### src/rtl/regfile_wb_arbiter.sv
// Writeback arbiter for the single register-file write port, plus a per-register
// busy scoreboard used by issue logic for RAW/WAW hazard detection.
module regfile_wb_arbiter #(
  parameter int unsigned NREQ = 3
) (
  input  logic                 clk,
  input  logic                 reset,
  input  logic [NREQ-1:0]      req_valid,
  input  logic [5*NREQ-1:0]    req_rd,
  input  logic [32*NREQ-1:0]   req_wd,
  output logic [NREQ-1:0]      req_ready,
  input  logic                 issue_valid,
  input  logic [4:0]           issue_rd,
  output logic                 issue_stall,
  input  logic [4:0]           rs1,
  input  logic [4:0]           rs2,
  output logic                 rs1_busy,
  output logic                 rs2_busy,
  output logic                 rf_we,
  output logic [4:0]           rf_rd,
  output logic [31:0]          rf_wd,
  output logic [31:0]          busy_vec
);

  localparam int unsigned PW = (NREQ > 1) ? $clog2(NREQ) : 1;

  logic [PW-1:0] ptr_q, ptr_d;
  logic          rf_we_q, rf_we_d;
  logic [4:0]    rf_rd_q, rf_rd_d;
  logic [31:0]   rf_wd_q, rf_wd_d;
  logic [31:0]   busy_q, busy_d;

  logic [4:0]    rd_arr [NREQ];
  logic [31:0]   wd_arr [NREQ];

  logic [NREQ-1:0] grant;
  logic [PW-1:0]   gnt_idx;
  logic [PW-1:0]   idx;
  logic            found;
  logic            accept;
  logic [4:0]      gnt_rd;
  logic [31:0]     gnt_wd;

  for (genvar g = 0; g < NREQ; g++) begin : g_unpack
    assign rd_arr[g] = req_rd[5*g +: 5];
    assign wd_arr[g] = req_wd[32*g +: 32];
  end

  // Scan from ptr+1 around to ptr itself; first valid requester wins.
  always_comb begin
    grant   = '0;
    gnt_idx = '0;
    idx     = '0;
    found   = 1'b0;
    for (int unsigned k = 1; k <= NREQ; k++) begin
      idx = PW'((32'(ptr_q) + k) % NREQ);
      if (!found && req_valid[idx]) begin
        found      = 1'b1;
        gnt_idx    = idx;
        grant[idx] = 1'b1;
      end
    end
  end

  assign accept    = found && !reset;
  assign req_ready = reset ? '0 : grant;
  assign gnt_rd    = rd_arr[gnt_idx];
  assign gnt_wd    = wd_arr[gnt_idx];

  always_comb begin
    ptr_d   = ptr_q;
    rf_we_d = 1'b0;
    rf_rd_d = rf_rd_q;
    rf_wd_d = rf_wd_q;
    busy_d  = busy_q;
    if (accept) begin
      ptr_d   = gnt_idx;
      rf_we_d = (gnt_rd != 5'd0);
      rf_rd_d = gnt_rd;
      rf_wd_d = gnt_wd;
      if (gnt_rd != 5'd0) begin
        busy_d[gnt_rd] = 1'b0;
      end
    end
    // Set after clear so a same-edge issue to the retiring register stays busy.
    if (issue_valid && (issue_rd != 5'd0)) begin
      busy_d[issue_rd] = 1'b1;
    end
    busy_d[0] = 1'b0;
  end

  always_ff @(posedge clk) begin
    if (reset) begin
      ptr_q   <= PW'(NREQ - 1);
      rf_we_q <= 1'b0;
      rf_rd_q <= '0;
      rf_wd_q <= '0;
      busy_q  <= '0;
    end else begin
      ptr_q   <= ptr_d;
      rf_we_q <= rf_we_d;
      rf_rd_q <= rf_rd_d;
      rf_wd_q <= rf_wd_d;
      busy_q  <= busy_d;
    end
  end

  assign issue_stall = !reset && busy_q[issue_rd];
  assign rs1_busy    = !reset && busy_q[rs1];
  assign rs2_busy    = !reset && busy_q[rs2];

  assign rf_we    = rf_we_q;
  assign rf_rd    = rf_rd_q;
  assign rf_wd    = rf_wd_q;
  assign busy_vec = busy_q;

endmodule

### config.mk
export PLATFORM = sky130hd
export DESIGN_NAME = regfile_wb_arbiter
export DESIGN_NICKNAME = d
export VERILOG_FILES = /design/src/rtl/regfile_wb_arbiter.sv
export SDC_FILE = /design/constraint.sdc
export NUM_CORES = 1
export LEC_CHECK = 0
export ABC_CLOCK_PERIOD_IN_PS = 3600
export CAP_MARGIN = 20
export CELL_PAD_IN_SITES_DETAIL_PLACEMENT = 0
export CELL_PAD_IN_SITES_GLOBAL_PLACEMENT = 1
export CORE_MARGIN = 4
export CORE_UTILIZATION = 45
export CTS_CLUSTER_SIZE = 40
export DETAILED_ROUTE_END_ITERATION = 12
export DONT_BUFFER_PORTS = 1
export HOLD_SLACK_MARGIN = 0.15
export PLACE_DENSITY = 0.83
export SLEW_MARGIN = 20
export SYNTH_ARGS = -nofsm -noshare
export SYNTH_HDL_FRONTEND = slang
export SYNTH_SLANG_ARGS = --single-unit
### constraint.sdc
create_clock -name clk -period 3.6 [get_ports clk]
set_input_delay 0.54 -clock clk [delete_from_list [all_inputs] [get_ports clk]]
set_output_delay 0.54 -clock clk [all_outputs]
set_load 0.005 [all_outputs]
==> reports/results.ini, run 1 <==
[run_status]
run_status=complete, no violations

[power_and_ir_drop]
finalPower_uw=4391
p_leak_uw=0.001791
p_per_area_mw_per_mm2=910.7
ir_drop_uv=454.2

[yosys]
synth_top_cell_area_share_pct=31.71
synth_top_flop_cell=dfxtp_1
yosysWarnings=0
synth_common_cells=nand2_1, dfxtp_1, nor2_1, clkbuf_1, a31oi_1
synthDistinctLibCells=52
synth_xor_xnor_area_share_pct=0
synth.ff_latch_count=71
yosys.area.top_type=dfxtp_1
synthSimpleGateAreaFrac_pct=21.61
syn-num-nets=678
ys_seq_area_share_pct=31.71
synth-compound-area-share_pct=25.38
post-synth-top-count-cell=nand2_1
netlist_top_cells_area=dfxtp_1, mux4_2, nand2_1
syn_area_per_cell_um2=8.269
async_flop_share_pct=0
yosys.area_share.adder_pct=1.117
synth_edf_count=0
yosys-mux-area-fraction_pct=15.35
synth_top_family_by_area=compound AO/OA/AOI/OAI gates
syn_inst=542
synth_area_mm2=0.004482

[timing]
tns_ns=0
fin_skew_ns=0.008773
finalMaxSlewViolations=0
period_minus_slack_ns=3.315
max_slew_margin_pct=34.92
clock.fmax_mhz=301.7
tightest_slew_ns=0.9688
finalSetupViolCount=0
period_share_pct=92.08
rsz0062_at_grt=false
finalHoldViolCount=0

[clock_tree]
cts_max_level=3
insertion_delay_ns=0.35
clk_pin_slew_ns=0.08
cts_buffers=9
clk_path_buf_depth=2
clockRootBuffer=clkbuf_8
cts_tree=done
cts.sinks=71

[critical_path]
crit_family=simple AND/OR/NAND/NOR gates
crit_start=ptr_q[1]$_SDFFE_PP1P_
worstReg2RegStart=ptr_q[1]$_SDFFE_PP1P_
path_cells=inv_1 -> ha_1 -> mux2i_1 -> o21ai_2 -> nor4b_4 -> nor3_2 -> a221oi_1 -> buf_4 -> nand3_1 -> or3_1 -> a32o_1
rrSetupSlack_ns=0.29
slowest_delay_ns=0.48
crit_cells=11
path_class=reg2reg
worst_setup_path_end_kind=flip-flop
crit_end=busy_vec[11]$_SDFF_PP0_
required_ns=3.84
path_buf_inv=2
cp.arrival_ns=3.56
cp_slowest_cell=nor4b_4
r2r.worst_path.cells=11
r2r-end=busy_vec[11]$_SDFF_PP0_
critPathLaunchType=flip-flop
crit_fanout=8

[grt]
grt_usage_pct=23.38
use_met1_pct=27.93
grt_pass1_vias=4058
grtUsageMet2_pct=38.81
grt_use_met3_pct=7.618
overflow=0
grt_pass1_wl_mm=21.38
antenna_found_initial=0
grt_max_degree=65
busiest_layer=met2

[route]
vias=4249
drc=0
viasPerCell=6.428
ant_nets=0
drtIter0Drc=190
wire_per_inst_um=21.37
drtPass1Iterations=4
wirelength_mm=14.12

[floorplan]
die_width_um=107.8
fp.coreArea_mm2=0.009729
dieArea_mm2=0.01162
num_rows=36
start_util_pct=46.06
die_height_um=107.8
io_pins=208

[placement]
portBuffers=0
finalWeightedCongestion=0.8705
hpwlAfterDp_mm=10.52

[cells_and_area]
regArea_mm2=0.001421
final_net_count=659
syn_to_final_growth_pct=7.593
num_antenna_cells=0
drive_above_1_share_pct=14.02
fillerInstances=968
multiInputGateArea_mm2=0.002883

[hold_path]
hold_path.class=in2reg

[flow_run]
drv_cap=0

[cells in the final DEF (no fill, tap or decap), types with 3 or more instances in the layout]
cell / count
mux4_2: 25
clkbuf_8: 9
nor3_1: 4
o311ai_0: 6
nand3b_1: 6
o211ai_1: 8
mux2i_1: 8
nand3_1: 9
o2bb2ai_1: 3
nor2_1: 56
or3_1: 3
a21oi_1: 25
a22o_1: 33
o31ai_1: 7
o211a_1: 3
a22oi_1: 3
buf_4: 15
nand2_1: 109
o21ai_0: 19
mux2_2: 4
dfxtp_1: 71
a211oi_1: 4
a31oi_1: 34
nor3b_1: 4
ha_1: 3
inv_1: 7
[cells by family after synthesis]
kind of cell	count (synthesis)
AOI/OAI and AO/OA	159
adders and majority gates	4
buffers and inverters	52
DFF	71
muxes	37
other	1
and+or+nand+nor	218
[how the worst min path moves through the flow]
stage / startpoint / to / slack [ns] / cells after the start
2_1_floorplan: rf_wd[29]$_SDFFE_PP0P_ / rf_wd[29]$_SDFFE_PP0P_ / 0.47 / 1
3_3_place_gp: ptr_q[0]$_SDFFE_PP0P_ / ptr_q[0]$_SDFFE_PP0P_ / 0.47 / 2
3_5_place_dp: ptr_q[0]$_SDFFE_PP0P_ / ptr_q[0]$_SDFFE_PP0P_ / 0.49 / 2
4_1_cts: reset / busy_vec[6]$_SDFF_PP0_ / 0.24 / 1
5_1_grt: reset / busy_vec[6]$_SDFF_PP0_ / 0.23 / 1
6_report: reset / busy_vec[6]$_SDFF_PP0_ / 0.27 / 1
[metrics by stage]
step | instances | hold slack [ns] | area [um^2] | worst slack, ns | util (%)
final | 661 | 0.2684 | 4822 | 0.2853 | 49.56
after global routing | 661 | 0.2341 | 4822 | 0.02197 | 49.56
after CTS | 660 | 0.2417 | 4796 | 0.05662 | 49.29
after detailed placement | 644 | 0.4898 | 4583 | 0.06961 | 47.11
after global placement | 644 | 0.4725 | 4583 | 0.2623 | 47.11
after floorplan | 542 | 0.4660 | 4482 | 0.3168 | -
[worst register-to-register path, stage by stage, from the launching register on]
cell and delay, ns:
dfxtp_1 0.35, inv_1 0.09, ha_1 0.35, mux2i_1 0.31, o21ai_2 0.17, nor4b_4 0.48, nor3_2 0.17, a221oi_1 0.36
buf_4 0.22, nand3_1 0.12, or3_1 0.34, a32o_1 0.26
[sequential cells by signal, summed over array words and instances (netlist names)]
signal	cells
rf_wd	32
busy_vec	31
rf_rd	5
ptr_q	2
rf_we	1
[report_power, final]
part / leakage, uW / switching (uW) / internal [uW]
registers: 0.000582 / 149 / 972
logic: 0.00111 / 1580 / 993
clock network: 0.000102 / 310 / 388
total: 0.00179 / 2040 / 2350
[layout make-up]
class | instances | share of cell area [%]
clock buffer | 10 | 2.647
clock inverter | 6 | 1.764
inverter | 7 | 0.5449
multi-input combinational | 419 | 59.78
sequential | 71 | 29.48
tap | 133 | 3.451
timing repair buffer | 15 | 2.335
[layer usage]
layer | routed length, um | vias up
met3 | 1521 | 31
li1 | - | 1979
met1 | 5290 | 2002
met5 | 0 | -
met2 | 6912 | 237
met4 | 398 | 0
[what timing repair did]
action | in CTS | in global routing
resized for setup | 0 | 3
setup endpoints to repair | 0 | 24
hold buffers | 0 | 0
setup buffers | 0 | 1
(Power assumes the default switching activity.)
==> run 2, diff against run 1 <==
--- a/config.mk
+++ b/config.mk
@@ -9,7 +9,6 @@
 export CAP_MARGIN = 20
 export CELL_PAD_IN_SITES_DETAIL_PLACEMENT = 0
 export CELL_PAD_IN_SITES_GLOBAL_PLACEMENT = 1
-export CORE_MARGIN = 4
 export CORE_UTILIZATION = 45
 export CTS_CLUSTER_SIZE = 40
 export DETAILED_ROUTE_END_ITERATION = 12
==> run 2 against run 1 <==
  * Total power decreased by 3.1%
  * Die area decreased by 11%
  * Combinational power about the same
  * Non-clock buffer count stayed put
  * Sequential share of layout area rose by 0.34 points
  * Hold slack improved by 0.0028 ns
  * Sequential power is essentially flat
  * Final area decreased by 1.1%
  * Wire length decreased by 4.6%
  * Setup slack improved by 0.014 ns
  * Critical path depth is 1 lower
  * Clock power fell by 21%
  * Critical endpoint is now busy_vec[9]$_SDFF_PP0_
  * Largest cell class unchanged
  * Highest routed layer unchanged
==> reports/results.ini, run 2 (synthesis results as in run 1) <==
[run_status]
run_status=complete, no violations

[critical_path]
crit_fanout=8  ; unchanged
cp_slowest_cell=or4_1
path_cells=inv_1 -> ha_1 -> mux2i_1 -> o21ai_2 -> nor4b_4 -> or2_1 -> a211oi_1 -> or4_1 -> or2_1 -> a32o_1
crit_top_cell=or2_1
worst_setup_path_end_kind=flip-flop
cp.arrival_ns=3.54  ; -0.02 ns
slowest_delay_ns=0.52  ; +0.04 ns
path_class=reg2reg
critPathLaunchType=flip-flop
required_ns=3.84  ; about the same

[power_and_ir_drop]
p_per_area_mw_per_mm2=892.9  ; -2.0%
ir_drop_uv=579.7  ; +28%
p_leak_uw=0.001768  ; -1.3%

[placement]
portBuffers=0  ; unchanged
hpwlAfterDp_mm=9.883  ; -6.0%
preCtsSetupSlack_ns=0.09541  ; +0.02580 ns
finalWeightedCongestion=0.8452  ; -2.9%

[cells_and_area]
drive_above_1_share_pct=13.85  ; -0.16 points
regArea_mm2=0.001421  ; unchanged
num_antenna_cells=0  ; unchanged
largest_register_ff_count=32  ; unchanged
utilization_pct=49.00  ; -0.57 points
final_cell_mix=nand2_1, dfxtp_1, nor2_1
final_net_count=659  ; unchanged
final_common_cell=nand2_1
multiInputGateArea_mm2=0.002878  ; -0.17%
fillerInstances=944  ; -2.5%
syn_to_final_growth_pct=6.365

[timing]
period_share_pct=91.70  ; -0.38 points
finalMaxSlewViolations=0  ; unchanged
finalSetupViolCount=0  ; unchanged
fin_skew_ns=0.01138  ; +0.002603 ns
rsz0062_at_grt=false
holdWs_ns=0.2712  ; +0.002835 ns
max_slew_margin_pct=26.60  ; -8.3 points
tightest_slew_ns=1.099  ; +0.1299 ns
period_minus_slack_ns=3.301  ; -0.01363 ns
finalHoldViolCount=0  ; unchanged
tns_ns=0  ; unchanged
fin_ws_ns=0.2989  ; +0.01363 ns
clock.fmax_mhz=302.9  ; +0.41%

[floorplan]
fp.coreArea_mm2=0.009729  ; unchanged
dieArea_mm2=0.01036  ; -11%
num_rows=36  ; unchanged
start_util_pct=46.06  ; unchanged
die_height_um=101.8  ; -5.6%
io_pins=208  ; unchanged
die_width_um=101.8  ; -5.6%

[route]
viasPerCell=6.453  ; +0.39%
vias=4259  ; +0.24%
wirelength_mm=13.47  ; -4.6%
drtIter0Drc=202  ; +6.3%
drtPass1Iterations=4  ; unchanged
wire_per_inst_um=20.41  ; -4.5%
drc=0  ; unchanged
ant_nets=0  ; unchanged

[clock_tree]
insertion_delay_ns=0.34  ; about the same
cts_buffers=9  ; unchanged
cts_max_level=3  ; unchanged
clockRootBuffer=clkbuf_8
clk_pin_slew_ns=0.08  ; about the same
clk_path_buf_depth=2  ; unchanged
cts_tree=done
cts.sinks=71  ; unchanged

[grt]
grt_pass1_vias=4008  ; -1.2%
antenna_found_initial=0  ; unchanged
overflow=0  ; unchanged
grt_max_degree=65  ; unchanged
grt_pass1_wl_mm=20.52  ; -4.0%
grt_usage_pct=26.08  ; +2.7 points

[flow_run]
drv_cap=0  ; unchanged

[hold_path]
hold_path.class=in2reg

[run 2: cell types whose count changed in the layout (fill, tap and decap cells not counted)]
cell	before	now
bufinv_16	2	0
clkbuf_1	1	0
nor3b_2	1	0
nor3b_1	4	5
clkinv_4	0	1
clkinv_2	2	3
[run 2: timing repair]
action | in CTS | in global routing
setup buffers | 0 | 1
endpoints found under the setup margin | 0 | 25
hold buffers | 0 | 0
resized for setup | 0 | 3
[run 2: critical path: cells and delay by family, from the launching register on]
kind                       cells  cell delay, ns
buffers and inverters          1            0.09
adders and majority gates      1            0.37
muxes                          1            0.30
and+or+nand+nor                4            1.56
DFF                            1            0.34
AOI/OAI and AO/OA              3            0.55
[run 2: power breakdown]
part / internal, uW / switching (uW)
combinational: 993 / 1590
sequential: 972 / 146
clock: 243 / 309
total: 2210 / 2050
[run 2: routing by layer]
metal | GRT usage [%] | share of wire (%) | wire (um) | vias to the layer above
li1 | - | - | - | 1973
met1 | 31.20 | 39 | 5313 | 2022
met2 | 44.23 | 49 | 6598 | 233
met3 | 6.142 | 9.0 | 1206 | 31
met4 | 12.04 | 2.6 | 352 | 0
met5 | 0 | 0 | 0 | -
[run 2: path summary, 6_finish.rpt]
| kind | from | end | slack [ns] | cells after the start |
|---|---|---|---|---|
| hold reg to reg | ptr_q[0]$_SDFFE_PP0P_ | ptr_q[0]$_SDFFE_PP0P_ | 0.51 | 2 |
| hold / removal | reset | ptr_q[0]$_SDFFE_PP0P_ | 0.27 | 1 |
| setup / recovery | ptr_q[1]$_SDFFE_PP1P_ | busy_vec[9]$_SDFF_PP0_ | 0.30 | 10 |
| setup reg to reg | ptr_q[1]$_SDFFE_PP1P_ | busy_vec[9]$_SDFF_PP0_ | 0.30 | 10 |
[run 2: metrics by stage]
stage,power (uW),cell area (um^2),cells
floorplan,3071,4482,542
CTS,4239,4746,659
finish,4257,4767,660
detailed placement,3683,4583,644
global route,4653,4767,660
global placement,3617,4583,644
[run 2: layout make-up]
| class | count | area share (%) |
|---|---|---|
| clock inverters | 6 | 0.8136 |
| well taps | 133 | 3.491 |
| inverters | 7 | 0.5512 |
| flip-flops and latches | 71 | 29.82 |
| repair buffers | 15 | 2.362 |
| multi-input cells | 419 | 60.37 |
| clock buffers | 9 | 2.598 |
==> run 3, diff against run 2 <==
--- a/config.mk
+++ b/config.mk
@@ -6,15 +6,15 @@
 export NUM_CORES = 1
 export LEC_CHECK = 0
 export ABC_CLOCK_PERIOD_IN_PS = 3600
-export CAP_MARGIN = 20
+export CAP_MARGIN = 0
 export CELL_PAD_IN_SITES_DETAIL_PLACEMENT = 0
 export CELL_PAD_IN_SITES_GLOBAL_PLACEMENT = 1
-export CORE_UTILIZATION = 45
+export CORE_UTILIZATION = 30
 export CTS_CLUSTER_SIZE = 40
 export DETAILED_ROUTE_END_ITERATION = 12
 export DONT_BUFFER_PORTS = 1
 export HOLD_SLACK_MARGIN = 0.15
-export PLACE_DENSITY = 0.83
+export PLACE_DENSITY = 0.6
 export SLEW_MARGIN = 20
 export SYNTH_ARGS = -nofsm -noshare
 export SYNTH_HDL_FRONTEND = slang
==> run 3 against run 2 <==
  * Final area increased by 3.9%
  * Flip-flop and latch count unchanged
  * Sequential power about the same
  * Die area increased by 49%
  * Count of clock-buffer cells in the layout increased by 2
  * Non-clock buffer count increased by 2
  * Setup slack improved by 0.0019 ns
  * Wire length increased by 9.9%
  * Total power increased by 8.4%
  * First-iteration DRC count increased by 7.4%
  * Hold slack improved by 0.0050 ns
  * Combinational power increased by 3%
==> reports/results.ini, run 3 (synthesis results as in run 1) <==
[placement]
placed_area_mm2=0.004659  ; +1.7%
portBuffers=0  ; unchanged
finalWeightedCongestion=0.8367  ; -1.0%
hpwlAfterDp_mm=10.84  ; +9.7%

[clock_tree]
clk_pin_slew_ns=0.06  ; -0.02 ns
cts.sinks=71  ; unchanged
cts_max_level=3  ; unchanged
insertion_delay_ns=0.34  ; about the same
clockRootBuffer=clkbuf_16
cts_buffers=9  ; unchanged
cts_tree=done
clk_path_buf_depth=2  ; unchanged

[flow_run]
drv_cap=0  ; unchanged

[power_and_ir_drop]
ir_drop_uv=357.2  ; -38%
finalPower_uw=4615  ; +8.4%
p_per_area_mw_per_mm2=931.6  ; +4.3%
p_leak_uw=0.001828  ; +3.4%

[cells_and_area]
final_area_mm2=0.004954  ; +3.9%
drive_above_1_share_pct=13.96  ; +0.11 points
multiInputGateArea_mm2=0.002872  ; -0.22%
regArea_mm2=0.001421  ; unchanged
syn_to_final_growth_pct=10.52
fillerInstances=1557  ; +65%
final_cell_mix=nand2_1, dfxtp_1, nor2_1
final_common_cell=nand2_1
largest_register_ff_count=32  ; unchanged
final_net_count=661  ; +0.30%
num_antenna_cells=0  ; unchanged
utilization_pct=34.08  ; -15 points

[hold_path]
hold_path.class=in2reg
whs_path_depth=1  ; unchanged

[grt]
overflow=0  ; unchanged
grt_pass1_wl_mm=22.86  ; +11%
grt_pass1_vias=4084  ; +1.9%
grt_usage_pct=19.00  ; -7.1 points
grt_max_degree=65  ; unchanged
antenna_found_initial=0  ; unchanged

[floorplan]
io_pins=208  ; unchanged
dieArea_mm2=0.01543  ; +49%
num_rows=44  ; +22%
start_util_pct=30.84  ; -15 points
fp.coreArea_mm2=0.01453  ; +49%
die_height_um=124.2  ; +22%
die_width_um=124.2  ; +22%

[critical_path]
cp.arrival_ns=3.51  ; -0.03 ns
path_class=reg2reg
worst_setup_path_end_kind=flip-flop
critPathLaunchType=flip-flop
r2r.worst_path.cells=11  ; +1
required_ns=3.82  ; -0.02 ns
crit_fanout=12  ; +4

[timing]
finalSetupViolCount=0  ; unchanged
fin_skew_ns=0.004982  ; -0.006394 ns
rsz0062_at_grt=false
holdWs_ns=0.2763  ; +0.005047 ns
tns_ns=0  ; unchanged
tightest_slew_ns=0.9515  ; -0.1472 ns
finalMaxSlewViolations=0  ; unchanged
clock.fmax_mhz=303.1  ; about the same
finalHoldViolCount=0  ; unchanged
period_minus_slack_ns=3.299  ; -0.001875 ns
period_share_pct=91.64  ; about the same
max_slew_margin_pct=36.08  ; +9.5 points

[run_status]
run_status=complete, no violations

[route]
vias=4231  ; -0.66%
wire_per_inst_um=20.74  ; +1.6%
drtPass1Iterations=4  ; unchanged
drc=0  ; unchanged
ant_nets=0  ; unchanged
drtIter0Drc=217  ; +7.4%
viasPerCell=5.926  ; -8.2%
wirelength_mm=14.81  ; +9.9%

-- run 3: final timing paths --
check	startpoint	slack, ns	end
hold reg to reg	ptr_q[0]$_SDFFE_PP0P_	0.49	ptr_q[0]$_SDFFE_PP0P_
setup / recovery	ptr_q[0]$_SDFFE_PP0P_	0.30	busy_vec[19]$_SDFF_PP0_
hold / removal	reset	0.28	busy_vec[6]$_SDFF_PP0_
setup reg to reg	ptr_q[0]$_SDFFE_PP0P_	0.30	busy_vec[19]$_SDFF_PP0_
-- run 3: area by class of cell --
cell class              count  area share [%]
clock buffers              11           4.900
clock inverters             5          0.6820
inverters                   7          0.5304
multi-input cells         419           57.97
flip-flops and latches     71           28.69
well taps                 184           4.648
repair buffers             17           2.576
-- run 3: critical path, cell delays in order, from the launching register on --
cell	delay, ns
dfxtp_1	0.38
inv_1	0.08
ha_2	0.47
nand3b_1	0.22
o211ai_1	0.20
o211ai_4	0.17
or2_1	0.33
a311o_1	0.41
or2_0	0.27
buf_4	0.19
o311ai_0	0.36
nand2_1	0.09
-- run 3: routing by layer --
metal	up-vias	share of wire (%)	track usage, %	routed length (um)
met2	228	48	31.17	7070
met3	35	7.5	4.353	1111
li1	1988	-	-	-
met1	1980	41	23.12	6089
met4	0	3.6	9.851	535
met5	-	0	0	0
-- run 3: timing repair --
| action | CTS | global route |
|---|---|---|
| hold buffers | 0 | 0 |
| gates resized for setup | 0 | 1 |
| setup endpoints to repair | 0 | 10 |
| setup buffers | 0 | 2 |
-- run 3: power by group --
| group | total, uW | internal [uW] | switching (uW) |
|---|---|---|---|
| Clock | 835 | 484 | 351 |
| Combinational | 2660 | 1010 | 1650 |
| Sequential | 1120 | 973 | 145 |
| Total | 4610 | 2470 | 2150 |
-- run 3: metrics by stage --
stage | cells | setup slack [ns]
finish | 714 | 0.3008
global route | 714 | 0.05148
CTS | 712 | 0.1251
detailed placement | 696 | 0.1195
global placement | 696 | 0.2640
floorplan | 542 | 0.3168
